**config.mk**
```make
export PLATFORM = sky130hd
export DESIGN_NAME = program_loader_flat
export DESIGN_NICKNAME = d
export VERILOG_FILES = /design/src/rtl/program_loader_pkg.sv /design/src/rtl/program_loader_if.sv /design/src/rtl/program_loader_word_pack.sv /design/src/rtl/program_loader.sv /design/src/flat_wrapper.sv
export SDC_FILE = /design/constraint.sdc
export NUM_CORES = 1
export LEC_CHECK = 0
export BUFFER_PORTS_ARGS = -buffer_cell sky130_fd_sc_hd__buf_4
export CAP_MARGIN = 40
export CORE_AREA = 2 2 121 123
export DETAILED_ROUTE_END_ITERATION = 6
export DIE_AREA = 0 0 123 125
export MAX_ROUTING_LAYER = met4
export PLACE_DENSITY = 0.69
export RECOVER_POWER = 100
export SLEW_MARGIN = 20
export SYNTH_ARGS = -nofsm -noshare
export SYNTH_HDL_FRONTEND = slang
export SYNTH_HIERARCHICAL = 1
export SYNTH_SLANG_ARGS = --single-unit
```
**constraint.sdc**
```tcl
create_clock -name clk -period 5.9 [get_ports clk]
set_input_delay 0.59 -clock clk [delete_from_list [all_inputs] [get_ports clk]]
set_output_delay 0.59 -clock clk [all_outputs]
set_load 0.03 [all_outputs]
```
**src/rtl/program_loader_pkg.sv**
```systemverilog
// Shared constants and types for the program loader.
//   LOADER_INST_SIZE : default instruction BRAM address width
//   LOADER_LEN_BYTES : size of the big-endian length header
//   LOADER_ACK/NAK   : completion / overflow reply bytes
//   loader_state_t   : loader control states
package program_loader_pkg;

  localparam int unsigned LOADER_INST_SIZE = 15;
  localparam int unsigned LOADER_LEN_BYTES = 4;
  localparam logic [7:0]  LOADER_ACK       = 8'hAA;
  localparam logic [7:0]  LOADER_NAK       = 8'h55;

  typedef enum logic [2:0] {
    S_LEN,
    S_DATA,
    S_ACK,
    S_DONE,
    S_ERR
  } loader_state_t;

  // True when a requested word count does not fit in 2**isz words.
  function automatic logic len_overflow(input logic [31:0] n, input int unsigned isz);
    return {1'b0, n} > (33'd1 << isz);
  endfunction

endpackage

```
**src/rtl/program_loader_if.sv**
```systemverilog
// Byte-stream, reply-byte and instruction-BRAM write signals of the loader.
//   rx_data/rx_valid            : incoming UART bytes (one-cycle strobe)
//   tx_data/tx_valid/tx_ready   : reply byte handshake to the UART transmitter
//   inst_we/inst_addr/inst_wdata: instruction BRAM write port
// master = loader side, slave = UART/BRAM side.
interface program_loader_if #(
  parameter int unsigned INST_SIZE = program_loader_pkg::LOADER_INST_SIZE,
  parameter int unsigned WORD_W    = 32
);
  logic [7:0]           rx_data;
  logic                 rx_valid;
  logic [7:0]           tx_data;
  logic                 tx_valid;
  logic                 tx_ready;
  logic                 inst_we;
  logic [INST_SIZE-1:0] inst_addr;
  logic [WORD_W-1:0]    inst_wdata;

  modport master (
    input  rx_data, rx_valid, tx_ready,
    output tx_data, tx_valid, inst_we, inst_addr, inst_wdata
  );

  modport slave (
    output rx_data, rx_valid, tx_ready,
    input  tx_data, tx_valid, inst_we, inst_addr, inst_wdata
  );
endinterface

```
**src/rtl/program_loader_word_pack.sv**
```systemverilog
// Big-endian byte-to-word packer.
//   clk, rstn  : clock, async active-low reset
//   byte_valid : byte_data is consumed this cycle
//   byte_data  : incoming byte (first byte lands in the word MSBs)
//   word_valid : high in the cycle the last byte of a word is consumed
//   word       : assembled word, valid alongside word_valid
module loader_word_pack #(
  parameter int unsigned NBYTES = 4
) (
  input  logic                clk,
  input  logic                rstn,
  input  logic                byte_valid,
  input  logic [7:0]          byte_data,
  output logic                word_valid,
  output logic [NBYTES*8-1:0] word
);
  localparam int unsigned W  = NBYTES * 8;
  localparam int unsigned CW = (NBYTES > 1) ? $clog2(NBYTES) : 1;

  logic [CW-1:0] cnt_q, cnt_d;
  logic [W-1:0]  shift_q, shift_d;

  always_comb begin
    cnt_d      = cnt_q;
    shift_d    = shift_q;
    word_valid = 1'b0;
    if (byte_valid) begin
      shift_d = (shift_q << 8) | W'(byte_data);
      if (cnt_q == CW'(NBYTES - 1)) begin
        cnt_d      = '0;
        word_valid = 1'b1;
      end else begin
        cnt_d = cnt_q + CW'(1);
      end
    end
  end

  // Presenting the next-state value lets the caller register the word in the
  // same edge that consumes its final byte.
  assign word = shift_d;

  always_ff @(posedge clk or negedge rstn) begin
    if (!rstn) begin
      cnt_q   <= '0;
      shift_q <= '0;
    end else begin
      cnt_q   <= cnt_d;
      shift_q <= shift_d;
    end
  end
endmodule

```
**src/rtl/program_loader.sv**
```systemverilog
// Loads a program image from a UART byte stream into instruction BRAM.
// Stream: 4-byte big-endian word count N, then N big-endian words, written
// to addresses 0..N-1. Replies ACK_BYTE on success or NAK_BYTE if N exceeds
// the BRAM; done releases the core from reset.
//   clk, rstn : clock, async active-low reset
//   bus       : rx byte stream, tx reply handshake, BRAM write port
//   busy      : load in progress (after first length byte until ACK accepted)
//   done      : image written and ACK accepted
//   error     : length overflow
module program_loader
  import program_loader_pkg::*;
#(
  parameter int unsigned INST_SIZE = LOADER_INST_SIZE,
  parameter int unsigned WORD_W    = 32,
  parameter logic [7:0]  ACK_BYTE  = LOADER_ACK,
  parameter logic [7:0]  NAK_BYTE  = LOADER_NAK
) (
  input  logic             clk,
  input  logic             rstn,
  program_loader_if.master bus,
  output logic             busy,
  output logic             done,
  output logic             error
);
  loader_state_t        state_q, state_d;
  logic [INST_SIZE-1:0] idx_q, idx_d;
  logic [INST_SIZE-1:0] last_q, last_d;
  logic                 inst_we_q, inst_we_d;
  logic [INST_SIZE-1:0] inst_addr_q, inst_addr_d;
  logic [WORD_W-1:0]    inst_wdata_q, inst_wdata_d;
  logic                 tx_valid_q, tx_valid_d;
  logic [7:0]           tx_data_q, tx_data_d;
  logic                 busy_q, busy_d;
  logic                 done_q, done_d;
  logic                 error_q, error_d;

  logic              len_valid;
  logic [31:0]       len_word;
  logic              data_valid;
  logic [WORD_W-1:0] data_word;

  loader_word_pack #(.NBYTES(LOADER_LEN_BYTES)) u_len_pack (
    .clk        (clk),
    .rstn       (rstn),
    .byte_valid (bus.rx_valid && (state_q == S_LEN)),
    .byte_data  (bus.rx_data),
    .word_valid (len_valid),
    .word       (len_word)
  );

  loader_word_pack #(.NBYTES(WORD_W / 8)) u_data_pack (
    .clk        (clk),
    .rstn       (rstn),
    .byte_valid (bus.rx_valid && (state_q == S_DATA)),
    .byte_data  (bus.rx_data),
    .word_valid (data_valid),
    .word       (data_word)
  );

  always_comb begin
    state_d      = state_q;
    idx_d        = idx_q;
    last_d       = last_q;
    inst_we_d    = 1'b0;
    inst_addr_d  = inst_addr_q;
    inst_wdata_d = inst_wdata_q;
    tx_valid_d   = tx_valid_q;
    tx_data_d    = tx_data_q;
    busy_d       = busy_q;
    done_d       = done_q;
    error_d      = error_q;
    case (state_q)
      S_LEN: begin
        if (bus.rx_valid) busy_d = 1'b1;
        if (len_valid) begin
          if (len_word == '0) begin
            state_d    = S_ACK;
            tx_valid_d = 1'b1;
            tx_data_d  = ACK_BYTE;
          end else if (len_overflow(len_word, INST_SIZE)) begin
            state_d    = S_ERR;
            busy_d     = 1'b0;
            error_d    = 1'b1;
            tx_valid_d = 1'b1;
            tx_data_d  = NAK_BYTE;
          end else begin
            state_d = S_DATA;
            idx_d   = '0;
            // N <= 2**INST_SIZE, so N-1 always fits the address width.
            last_d  = INST_SIZE'(len_word - 32'd1);
          end
        end
      end
      S_DATA: begin
        // The write cycle of the final word decides the exit; a word
        // completing in that same cycle is beyond N and is not written.
        if (inst_we_q && (inst_addr_q == last_q)) begin
          state_d    = S_ACK;
          tx_valid_d = 1'b1;
          tx_data_d  = ACK_BYTE;
        end else if (data_valid) begin
          inst_we_d    = 1'b1;
          inst_addr_d  = idx_q;
          inst_wdata_d = data_word;
          idx_d        = idx_q + INST_SIZE'(1);
        end
      end
      S_ACK: begin
        if (bus.tx_ready) begin
          state_d    = S_DONE;
          tx_valid_d = 1'b0;
          busy_d     = 1'b0;
          done_d     = 1'b1;
        end
      end
      S_DONE: begin
      end
      S_ERR: begin
        if (tx_valid_q && bus.tx_ready) tx_valid_d = 1'b0;
      end
      default: state_d = S_LEN;
    endcase
  end

  always_ff @(posedge clk or negedge rstn) begin
    if (!rstn) begin
      state_q      <= S_LEN;
      idx_q        <= '0;
      last_q       <= '0;
      inst_we_q    <= 1'b0;
      inst_addr_q  <= '0;
      inst_wdata_q <= '0;
      tx_valid_q   <= 1'b0;
      tx_data_q    <= '0;
      busy_q       <= 1'b0;
      done_q       <= 1'b0;
      error_q      <= 1'b0;
    end else begin
      state_q      <= state_d;
      idx_q        <= idx_d;
      last_q       <= last_d;
      inst_we_q    <= inst_we_d;
      inst_addr_q  <= inst_addr_d;
      inst_wdata_q <= inst_wdata_d;
      tx_valid_q   <= tx_valid_d;
      tx_data_q    <= tx_data_d;
      busy_q       <= busy_d;
      done_q       <= done_d;
      error_q      <= error_d;
    end
  end

  assign bus.inst_we    = inst_we_q;
  assign bus.inst_addr  = inst_addr_q;
  assign bus.inst_wdata = inst_wdata_q;
  assign bus.tx_valid   = tx_valid_q;
  assign bus.tx_data    = tx_data_q;
  assign busy           = busy_q;
  assign done           = done_q;
  assign error          = error_q;
endmodule

```
**src/flat_wrapper.sv**
```systemverilog
// flat-port wrapper written by rule: the top's interface ports become plain ports
module program_loader_flat import program_loader_pkg::*;
#(
  parameter int unsigned INST_SIZE = LOADER_INST_SIZE,
  parameter int unsigned WORD_W    = 32,
  parameter logic [7:0]  ACK_BYTE  = LOADER_ACK,
  parameter logic [7:0]  NAK_BYTE  = LOADER_NAK
)
  (clk, rstn, busy, done, error, bus_rx_data, bus_rx_valid, bus_tx_ready, bus_tx_data, bus_tx_valid, bus_inst_we, bus_inst_addr, bus_inst_wdata);
  program_loader_if #(.INST_SIZE(INST_SIZE), .WORD_W(WORD_W)) bus_i ();
  input  logic clk;
  input  logic rstn;
  output logic busy;
  output logic done;
  output logic error;
  input wire logic [$bits(bus_i.rx_data)-1:0] bus_rx_data;
  input wire logic [$bits(bus_i.rx_valid)-1:0] bus_rx_valid;
  input wire logic [$bits(bus_i.tx_ready)-1:0] bus_tx_ready;
  output wire logic [$bits(bus_i.tx_data)-1:0] bus_tx_data;
  output wire logic [$bits(bus_i.tx_valid)-1:0] bus_tx_valid;
  output wire logic [$bits(bus_i.inst_we)-1:0] bus_inst_we;
  output wire logic [$bits(bus_i.inst_addr)-1:0] bus_inst_addr;
  output wire logic [$bits(bus_i.inst_wdata)-1:0] bus_inst_wdata;
  assign bus_i.rx_data = bus_rx_data;
  assign bus_i.rx_valid = bus_rx_valid;
  assign bus_i.tx_ready = bus_tx_ready;
  assign bus_tx_data = bus_i.tx_data;
  assign bus_tx_valid = bus_i.tx_valid;
  assign bus_inst_we = bus_i.inst_we;
  assign bus_inst_addr = bus_i.inst_addr;
  assign bus_inst_wdata = bus_i.inst_wdata;
  program_loader #(.INST_SIZE(INST_SIZE), .WORD_W(WORD_W), .ACK_BYTE(ACK_BYTE), .NAK_BYTE(NAK_BYTE)) u_core (.clk(clk), .rstn(rstn), .bus(bus_i), .busy(busy), .done(done), .error(error));
endmodule
```
==> run summary, run 1 <==
Routed Antenna Nets = 0
Total Wirelength = 14.0 mm
Top FF cell, synth = dfrtp_1
Initial antenna violation count = 0
Vias per cell = 5.21
CTS resizes = 0
Post-CTS Setup Repair Bufs = 0
Largest delay share family, worst path = buffers and inverters
GRT met1 Usage = 0.272
Buffers on Ports = 71
Worst-skew pair later-pin latency = 0.43 ns
CP max FO = 64
Slowest-stage cell, CP = clkbuf_1
First-pass GRT wire length = 22.9 mm
CTS Hold Buffers Added = 0
CTS tree = yes
GR Util met2 = 0.292
Number of diodes = 0
Relative slew slack = -0.738
Final Cell Area = 7660 sq um
DR iter-0 viols = 323
Layout cells sized above 1 = 0.0893
Post-Syn Area = 6920 sq um
Grt total ovfl = 0
Syn_nets = 620
# rows = 44
Mapped Cells = 603
Max incr delay on CP = 1.85 ns
Startpoint Class = register
Final period utilization = 0.737
Slew Limit Fails = 102
Setup Viol. Count Final = 0
Yosys top cell area share = 0.560
Worst Hold Class = in -> reg
YS warnings = 6
Buf+Inv Stages, Crit Path = 1
EDFF count, synth = 0
Post-DP HPWL = 9.72 mm
CTS Buf Count = 17
Leakage = 3.58 nW
Drt wl/cell = 16.1 um
Seq/Total Area, Yosys = 0.560
Min Hold Slack = 0.421 ns
Fin Setup TNS = 0 ns
FILL cells = 1298
Final Hold Violating Endpoints = 0
CP endpoint kind = register
Fin Clk Skew = 0.0116 ns
RSZ-0062 raised after global routing = false
H-tree depth = 4
Sink Count = 155
Status = finished with violations
Post-route minimum period = 4.35 ns
Failing checks = max-capacitance violations, max-slew violations
WP data required = 6.25 ns
Setup Crit Path Kind = reg -> reg
Final Util = 0.539
Tightest Pin Transition = 2.61 ns
Vias = 4517
DIE HEIGHT = 125 um
Core ar. = 14200 sq um
Vias in the first global route = 4513
Synth area leader = dfrtp_1
Synthesis-stage register bit count = 155
Placed insts = 832
Clock root cell = clkbuf_16
Async set-reset flop share out of synthesis = 1.00
Critical path arrival = 4.69 ns
DRC = 0
Pwr/cell area = 445 nW/um^2
GPL Wtd Cong = 0.869
Die area = 15400 sq um
Ranking of synthesized cells by area = dfrtp_1 56%, mux2_4 13%, nand2_1 9.4%
Drt pass-1 iters = 4
Area after DPL = 7490 sq um
Initial cell density of the core = 0.487
Avg Cell Area, Syn = 11.5 sq um
I/O pins = 72
Clock Path Buffers = 2
Layout Cells excl Fill = 867
Peak VDD IR = 184 uV
Number of library cell types mapped by synthesis = 42
Layout overhead on the synthesized area = 10.6%
Max Cap Viol = 2
Fin nets = 687
Worst reg-to-reg setup slack = 1.55 ns
Largest net degree at the start of global routing = 96
Chip Width = 123 um
Worst-path cell chain = xnor2_1 -> nand4_1 -> nor4_1 -> or3b_2 -> clkbuf_1 -> o31ai_1 -> a21oi_1
Clock-pin slew on the worst setup and hold paths = 0.06 ns
Met3 Use GR = 0.0392
Gr usage total = 0.197
Max Freq = 0.230 GHz
Gr busiest metal = met2
## flip-flops by register name, indices dropped and copies added, names as in the netlist
register	flops
u_core/bus.inst_wdata	32
u_core/u_data_pack/shift_q	32
u_core/u_len_pack/shift_q	32
u_core/bus.inst_addr	15
u_core/idx_q	15
u_core/last_q	15
u_core/state_q	3
u_core/bus.tx_data	2
u_core/u_data_pack/cnt_q	2
u_core/u_len_pack/cnt_q	2
u_core/bus.inst_we	1
u_core/bus.tx_valid	1
u_core/busy	1
u_core/done	1
u_core/error	1
## worst paths after layout
| path | from | endpoint | cells after the start |
|---|---|---|---|
| worst max-delay path | u_core/bus.inst_addr[11] | u_core/idx_q[11] | 7 |
| worst min register to register | u_core/bus.inst_wdata[9] | u_core/bus.inst_wdata[9] | 2 |
| max in group asynchronous | rstn | u_core/bus.tx_data[6] | 3 |
| min in group asynchronous | rstn | u_core/u_data_pack/shift_q[26] | 1 |
| worst min-delay path | bus_rx_data[4] | u_core/u_data_pack/shift_q[4] | 2 |
| worst max register to register | u_core/bus.inst_addr[11] | u_core/idx_q[11] | 7 |
## power breakdown
part	switching, mW	internal, mW	total [mW]
Clock	0.448	0.603	1.05
Combinational	0.537	0.319	0.857
Sequential	0.158	1.34	1.50
## cell families after synthesis
family	share of synthesized area
AO/OA/AOI/OAI	0.0426
AND/OR/NAND/NOR	0.162
XOR/XNOR	0.0367
flip-flops	0.560
adder cells (fa/ha/maj)	0.00904
multiplexers	0.146
buffers and inverters	0.0435
## cell type report
type,count,area (sq um),area share
flip-flops and latches,155,3880,0.506
multi-input cells,408,2530,0.330
clock buffers,19,443,0.0578
repair buffers,80,420,0.0549
well taps,184,230,0.0301
clock inverters,13,131,0.0172
inverters,8,30.0,0.00392
## cell usage in the layout, fill, tap and decap left out, types with 9 or more instances in the layout
| master | Yosys | final |
|---|---|---|
| xnor2_1 | 24 | 24 |
| nor4_1 | 10 | 12 |
| nand3_1 | 10 | 10 |
| clkbuf_1 | 6 | 65 |
| clkbuf_16 | 0 | 17 |
| buf_4 | 7 | 13 |
| mux2_1 | 0 | 59 |
| dfrtp_1 | 155 | 155 |
| nand2_1 | 173 | 173 |
| nor2_1 | 19 | 19 |
| nand4_1 | 9 | 9 |
| a21oi_1 | 14 | 14 |
| o21ai_0 | 19 | 19 |
## per-stage QoR
stage	setup WS (ns)	total power [mW]
3_5_place_dp	1.94	2.62
4_1_cts	1.94	3.69
3_3_place_gp	2.03	2.58
2_1_floorplan	2.74	2.34
6_report	1.55	3.41
5_1_grt	1.02	3.60
## layer usage
| metal | routed length [um] | up-vias | share of wire |
|---|---|---|---|
| li1 | - | 2185 | - |
| met1 | 6500 | 2232 | 0.47 |
| met2 | 6740 | 84 | 0.48 |
| met3 | 522 | 16 | 0.037 |
| met4 | 198 | 0 | 0.014 |
| met5 | 0 | - | 0 |
## synth_stat cells, drive strengths merged (2+ instances only)
cell type  instances
and2               3
mux2i              3
nand2            173
a21oi             14
o21ai             19
inv                8
mux2              68
and3               2
nor4              12
buf               26
nand4              9
dfrtp            155
a31oi              2
nor4b              3
clkbuf             6
xnor2             24
or2                2
or4                7
ha                 5
nor2              19
a21o               2
nand3             10
nor3               5
or3                2
nor2b              2
o31ai              8
xor2               5
(Power assumes the default switching activity.)
==> inputs of run 2 (changes only) <==
--- a/config.mk
+++ b/config.mk
@@ -11,7 +11,7 @@
 export DETAILED_ROUTE_END_ITERATION = 6
 export DIE_AREA = 0 0 123 125
 export MAX_ROUTING_LAYER = met4
-export PLACE_DENSITY = 0.69
+export PLACE_DENSITY = 0.71
 export RECOVER_POWER = 100
 export SLEW_MARGIN = 20
 export SYNTH_ARGS = -nofsm -noshare
==> constraint.sdc (replaced) <==
create_clock -name clk -period 3.69 [get_ports clk]
set_input_delay 0.369 -clock clk [delete_from_list [all_inputs] [get_ports clk]]
set_output_delay 0.369 -clock clk [all_outputs]
set_load 0.03 [all_outputs]
==> run 2 against run 1 <==
  * The run still ends with max-capacitance violations, max-slew violations left
  * Largest cell class unchanged
  * Critical path type unchanged
  * Non-clock buffer count is 4 higher
  * Utilization increased by 0.40 points
  * Die area is the same
==> run summary, run 2 (synthesis gave the netlist of run 1 again) <==
Status = finished with violations
Failing checks = max-capacitance violations, max-slew violations
Vias = 4586
Core ar. = 14200 sq um
Final period utilization = 0.915
Layout overhead on the synthesized area = 11.4%
Slew Limit Fails = 82
R2r worst-path depth = 9
First-pass GRT wire length = 23.8 mm
DRC = 0
Fin nets = 691
Hold depth = 2
Relative slew slack = -0.731
Crit Reg-Reg Endpoint = u_core/bus.tx_data[6]
CP endpoint kind = register
Clock Path Buffers = 2
Setup WS pre-CTS = 0.317 ns
CP max FO = 35
Gr usage total = 0.205
Leakage = 3.61 nW
# rows = 44
Vias in the first global route = 4603
Sink Count = 155
Grt total ovfl = 0
Min-delay src = bus_rx_data[5]
Chip Width = 123 um
Post-DP HPWL = 9.82 mm
Routed Antenna Nets = 0
I/O pins = 72
DIE HEIGHT = 125 um
Layout Cells excl Fill = 871
Max Freq = 0.296 GHz
Total Wirelength = 14.2 mm
DR iter-0 viols = 350
Startpoint Class = register
Drt pass-1 iters = 6
Drt wl/cell = 16.3 um
Peak VDD IR = 334 uV
Die area = 15400 sq um
Commonest non-fill, non-tap cell in the layout = nand2_1
R2r startpoint = u_core/state_q[1]
Vias per cell = 5.27
H-tree depth = 4
Clock root cell = clkbuf_16
Clock-pin slew on the worst setup and hold paths = 0.06 ns
Hold Path Sink = u_core/u_data_pack/shift_q[5]
Area after DPL = 7550 sq um
Tightest Pin Transition = 2.60 ns
Pwr/cell area = 713 nW/um^2
Worst-skew pair later-pin latency = 0.43 ns
Worst reg-to-reg setup slack = 0.31 ns
Fin Clk Skew = 0.0159 ns
Max Cap Viol = 2
Placed insts = 838
RSZ-0062 raised after global routing = false
Initial cell density of the core = 0.487
CTS tree = yes
Worst Hold Class = in -> reg
Post-route minimum period = 3.38 ns
Layout cells sized above 1 = 0.103
Setup Crit Path Kind = reg -> reg
Fin Setup TNS = 0 ns
Setup Viol. Count Final = 0
GPL Wtd Cong = 0.905
Final Hold Violating Endpoints = 0
Largest net degree at the start of global routing = 69
CTS Buf Count = 17
Number of diodes = 0
Initial antenna violation count = 0
Final Cell Area = 7720 sq um
Critical path arrival = 3.69 ns
Commonest non-fill, non-tap cells in the layout = 173 x nand2_1, 155 x dfrtp_1, 65 x clkbuf_1
Final setup margin = 0.312 ns
Buffers on Ports = 71
WP data required = 4.00 ns
run 2: cell count changes in the layout (fill, tap and decap cells not counted), moves of 2 or more:
cell      change
buf_4         +3
inv_8         -2
mux2_4        +4
mux2_1        -4
buf_16        -2
clkbuf_2      +2
inv_6         -5
nor4_1        -2
run 2: worst max-delay path, stage by stage (launching register included):
cell	delay [ns]
dfrtp_1	0.49
nor4b_2	0.42
buf_12	0.27
mux2_1	0.42
nor4_1	0.38
nand4_1	0.27
xor2_1	0.23
and2_1	0.22
or3_1	0.38
a21o_1	0.18
run 2: worst max-delay path by stage:
stage,from,to
2_1_floorplan,u_core/state_q[1],u_core/bus.tx_data[6]
3_3_place_gp,u_core/state_q[1],u_core/error
3_5_place_dp,u_core/state_q[1],u_core/error
4_1_cts,u_core/state_q[1],u_core/error
5_1_grt,u_core/state_q[1],u_core/bus.tx_data[6]
6_report,u_core/state_q[1],u_core/bus.tx_data[6]
run 2: area by class of cell:
cell class	instances	area, sq um
clock buffers	22	464
clock inverters	10	116
fillers	1302	6490
inverters	8	30.0
multi-input cells	408	2570
flip-flops and latches	155	3880
well taps	184	230
repair buffers	84	428
run 2: per-layer routing:
metal,part of all wire,GRT usage,up-vias
met3,0.042,0.0461,28
met4,0.020,0.0695,0
met2,0.47,0.307,117
met5,0,-,-
li1,-,-,2185
met1,0.47,0.277,2256
run 2: where the power goes:
group / total (mW) / switching [mW] / internal, mW
Combinational: 1.39 / 0.851 / 0.543
Clock: 1.70 / 0.667 / 1.03
Sequential: 2.41 / 0.265 / 2.14
Total: 5.50 / 1.78 / 3.72
run 2: per-stage QoR:
step	total power, mW	utilization	hold WS [ns]
after floorplan	3.74	-	0.0734
final	5.50	0.543	0.209
after global placement	4.13	0.530	0.460
after global routing	5.83	0.543	0.211
after CTS	5.91	0.573	0.197
after detailed placement	4.19	0.532	0.333
run 2: repair_timing:
action	4_1_cts	5_1_grt
buffers inserted	0	0
endpoints found under the hold margin	45	0
setup endpoints to repair	0	2
resized for setup	0	1
hold buffers	1	0
==> inputs of run 3 (changes only) <==
--- a/config.mk
+++ b/config.mk
@@ -7,12 +7,13 @@
 export LEC_CHECK = 0
 export BUFFER_PORTS_ARGS = -buffer_cell sky130_fd_sc_hd__buf_4
 export CAP_MARGIN = 40
-export CORE_AREA = 2 2 121 123
+export CORE_AREA = 4 4 123 125
 export DETAILED_ROUTE_END_ITERATION = 6
-export DIE_AREA = 0 0 123 125
+export DIE_AREA = 0 0 127 129
 export MAX_ROUTING_LAYER = met4
 export PLACE_DENSITY = 0.71
 export RECOVER_POWER = 100
+export SETUP_SLACK_MARGIN = 0.5
 export SLEW_MARGIN = 20
 export SYNTH_ARGS = -nofsm -noshare
 export SYNTH_HDL_FRONTEND = slang
==> run 3 against run 2 <==
  * The flow still finishes with violations (max-capacitance violations, max-slew violations)
  * Clock power about the same
  * Design area up 5.1%
  * Sequential share of layout area down 2.4 points
  * Via count up 3.4%
  * Register-to-register slack better by 0.07 ns
  * Critical path type unchanged
==> run summary, run 3 (synthesis gave the netlist of run 1 again) <==
Status = finished with violations
Failing checks = max-capacitance violations, max-slew violations
Slowest-stage cell, CP = dfrtp_1
Vias in the first global route = 4688
Startpoint Class = register
Vias = 4744
Chip Width = 127 um
CTS Buf Count = 17
Critical path arrival = 3.61 ns
Fin Clk Skew = 0.00562 ns
Routed Antenna Nets = 0
CTS tree = yes
Fin nets = 724
Initial cell density of the core = 0.499
Relative slew slack = -0.357
Drt wl/cell = 16.7 um
Total Wirelength = 15.0 mm
Buf+Inv Stages, Crit Path = 4
Grt total ovfl = 0
Drt pass-1 iters = 4
Gate power share = 0.294
Pwr Total = 5.80 mW
Tightest Pin Transition = 2.04 ns
Leakage = 3.81 nW
GPL Wtd Cong = 0.888
Crit Reg-Reg Endpoint = u_core/bus.tx_data[6]
First-pass GRT wire length = 24.2 mm
RSZ-0062 raised after global routing = true
Worst-skew pair later-pin latency = 0.42 ns
Largest delay share family, worst path = simple AND/OR/NAND/NOR gates
Peak VDD IR = 377 uV
Commonest non-fill, non-tap cells in the layout = 173 x nand2_1, 154 x dfrtp_1, 67 x clkbuf_1
Clock share of power = 0.289
Switching share of power = 0.332
Worst-path cell chain = nor4b_4 -> clkbuf_1 -> clkbuf_1 -> clkbuf_4 -> buf_4 -> mux2_4 -> nor4b_4 -> nand4_1 -> xor2_1 -> and2_4 -> or3_1 -> a21o_1
Commonest non-fill, non-tap cell in the layout = nand2_1
Vias per cell = 5.28
Layout cells sized above 1 = 0.167
Final Hold Violating Endpoints = 0
I/O pins = 72
Psw = 1.93 mW
Sequential fraction of design power = 0.417
Die area = 16400 sq um
DR iter-0 viols = 394
Core ar. = 13900 sq um
Internal Power = 3.88 mW
Max Cap Viol = 1
Setup Crit Path Kind = reg -> reg
Buffers on Ports = 71
Worst reg-to-reg setup slack = 0.38 ns
# rows = 43
WP data required = 4.00 ns
Hold Path Sink = u_core/u_data_pack/shift_q[4]
Min-delay src = bus_rx_data[4]
R2r startpoint = u_core/state_q[0]
CP endpoint kind = register
Max Freq = 0.302 GHz
Initial antenna violation count = 0
Number of diodes = 0
Fin Setup TNS = 0 ns
Post-route minimum period = 3.31 ns
Sink Count = 155
Worst Hold Class = in -> reg
Gr usage total = 0.192
H-tree depth = 4
R2r worst-path depth = 12
Hold depth = 2
Layout overhead on the synthesized area = 17.1%
Clock Path Buffers = 2
DRC = 0
Max incr delay on CP = 0.45 ns
Clock-pin slew on the worst setup and hold paths = 0.06 ns
Clock root cell = clkbuf_16
Post-DP HPWL = 9.93 mm
Final period utilization = 0.896
Setup Viol. Count Final = 0
Pwr/cell area = 716 nW/um^2
DIE HEIGHT = 129 um
Slew Limit Fails = 86
Largest net degree at the start of global routing = 88
CP Depth = 12
CP max FO = 5
## run 3: cell count changes in the layout (fill, tap and decap cells not counted), sizes merged
cell,before,now
buf,18,38
clkbuf,87,98
clkinv,5,6
## run 3: area by class of cell
class,count,area (sq um)
clock inverter,11,121
clock buffer,20,447
inverter,8,32.5
tap,180,225
timing repair buffer,117,682
multi-input combinational,408,2720
sequential,155,3880
fill,1186,5770
## run 3: worst max path at each step
stage | to | startpoint
floorplan | u_core/bus.tx_data[6] | u_core/state_q[1]
global placement | u_core/error | u_core/state_q[1]
detailed placement | u_core/error | u_core/state_q[1]
CTS | u_core/error | u_core/state_q[2]
global route | u_core/last_q[9] | u_core/state_q[0]
finish | u_core/bus.tx_data[6] | u_core/state_q[0]
## run 3: what timing repair did
| action | in CTS | in global routing |
|---|---|---|
| hold buffers | 0 | 1 |
| endpoints found under the setup margin | 24 | 36 |
| pin swaps | 3 | 13 |
| endpoints found under the hold margin | 0 | 2 |
| setup buffers | 7 | 22 |
| cloned | 1 | 2 |
| resized for setup | 10 | 36 |
## run 3: layer usage
metal	up-vias	track usage	part of all wire
met5	-	-	0
met4	0	0.0656	0.018
li1	2242	-	-
met2	115	0.294	0.48
met1	2363	0.259	0.46
met3	24	0.0394	0.042
## run 3: per-stage QoR
step / setup WS (ns) / area, sq um / std cells / util / hold slack (ns)
floorplan: 0.533 / 6920 / 603 / - / 0.0734
global placement: 0.360 / 7520 / 834 / 0.542 / 0.462
detailed placement: 0.270 / 7520 / 834 / 0.542 / 0.464
CTS: 0.492 / 8230 / 873 / 0.593 / 0.0296
global route: 0.233 / 8110 / 899 / 0.584 / 0.208
finish: 0.383 / 8110 / 899 / 0.584 / 0.214
## run 3: power groups by stage
stage                     logic, mW  clock network, mW  registers [mW]
after floorplan                1.25                  0            2.50
final                          1.71               1.68            2.42
after detailed placement       1.73                  0            2.46
after global routing           1.87               1.79            2.47
after CTS                      1.81               1.70            2.45
after global placement         1.71                  0            2.44
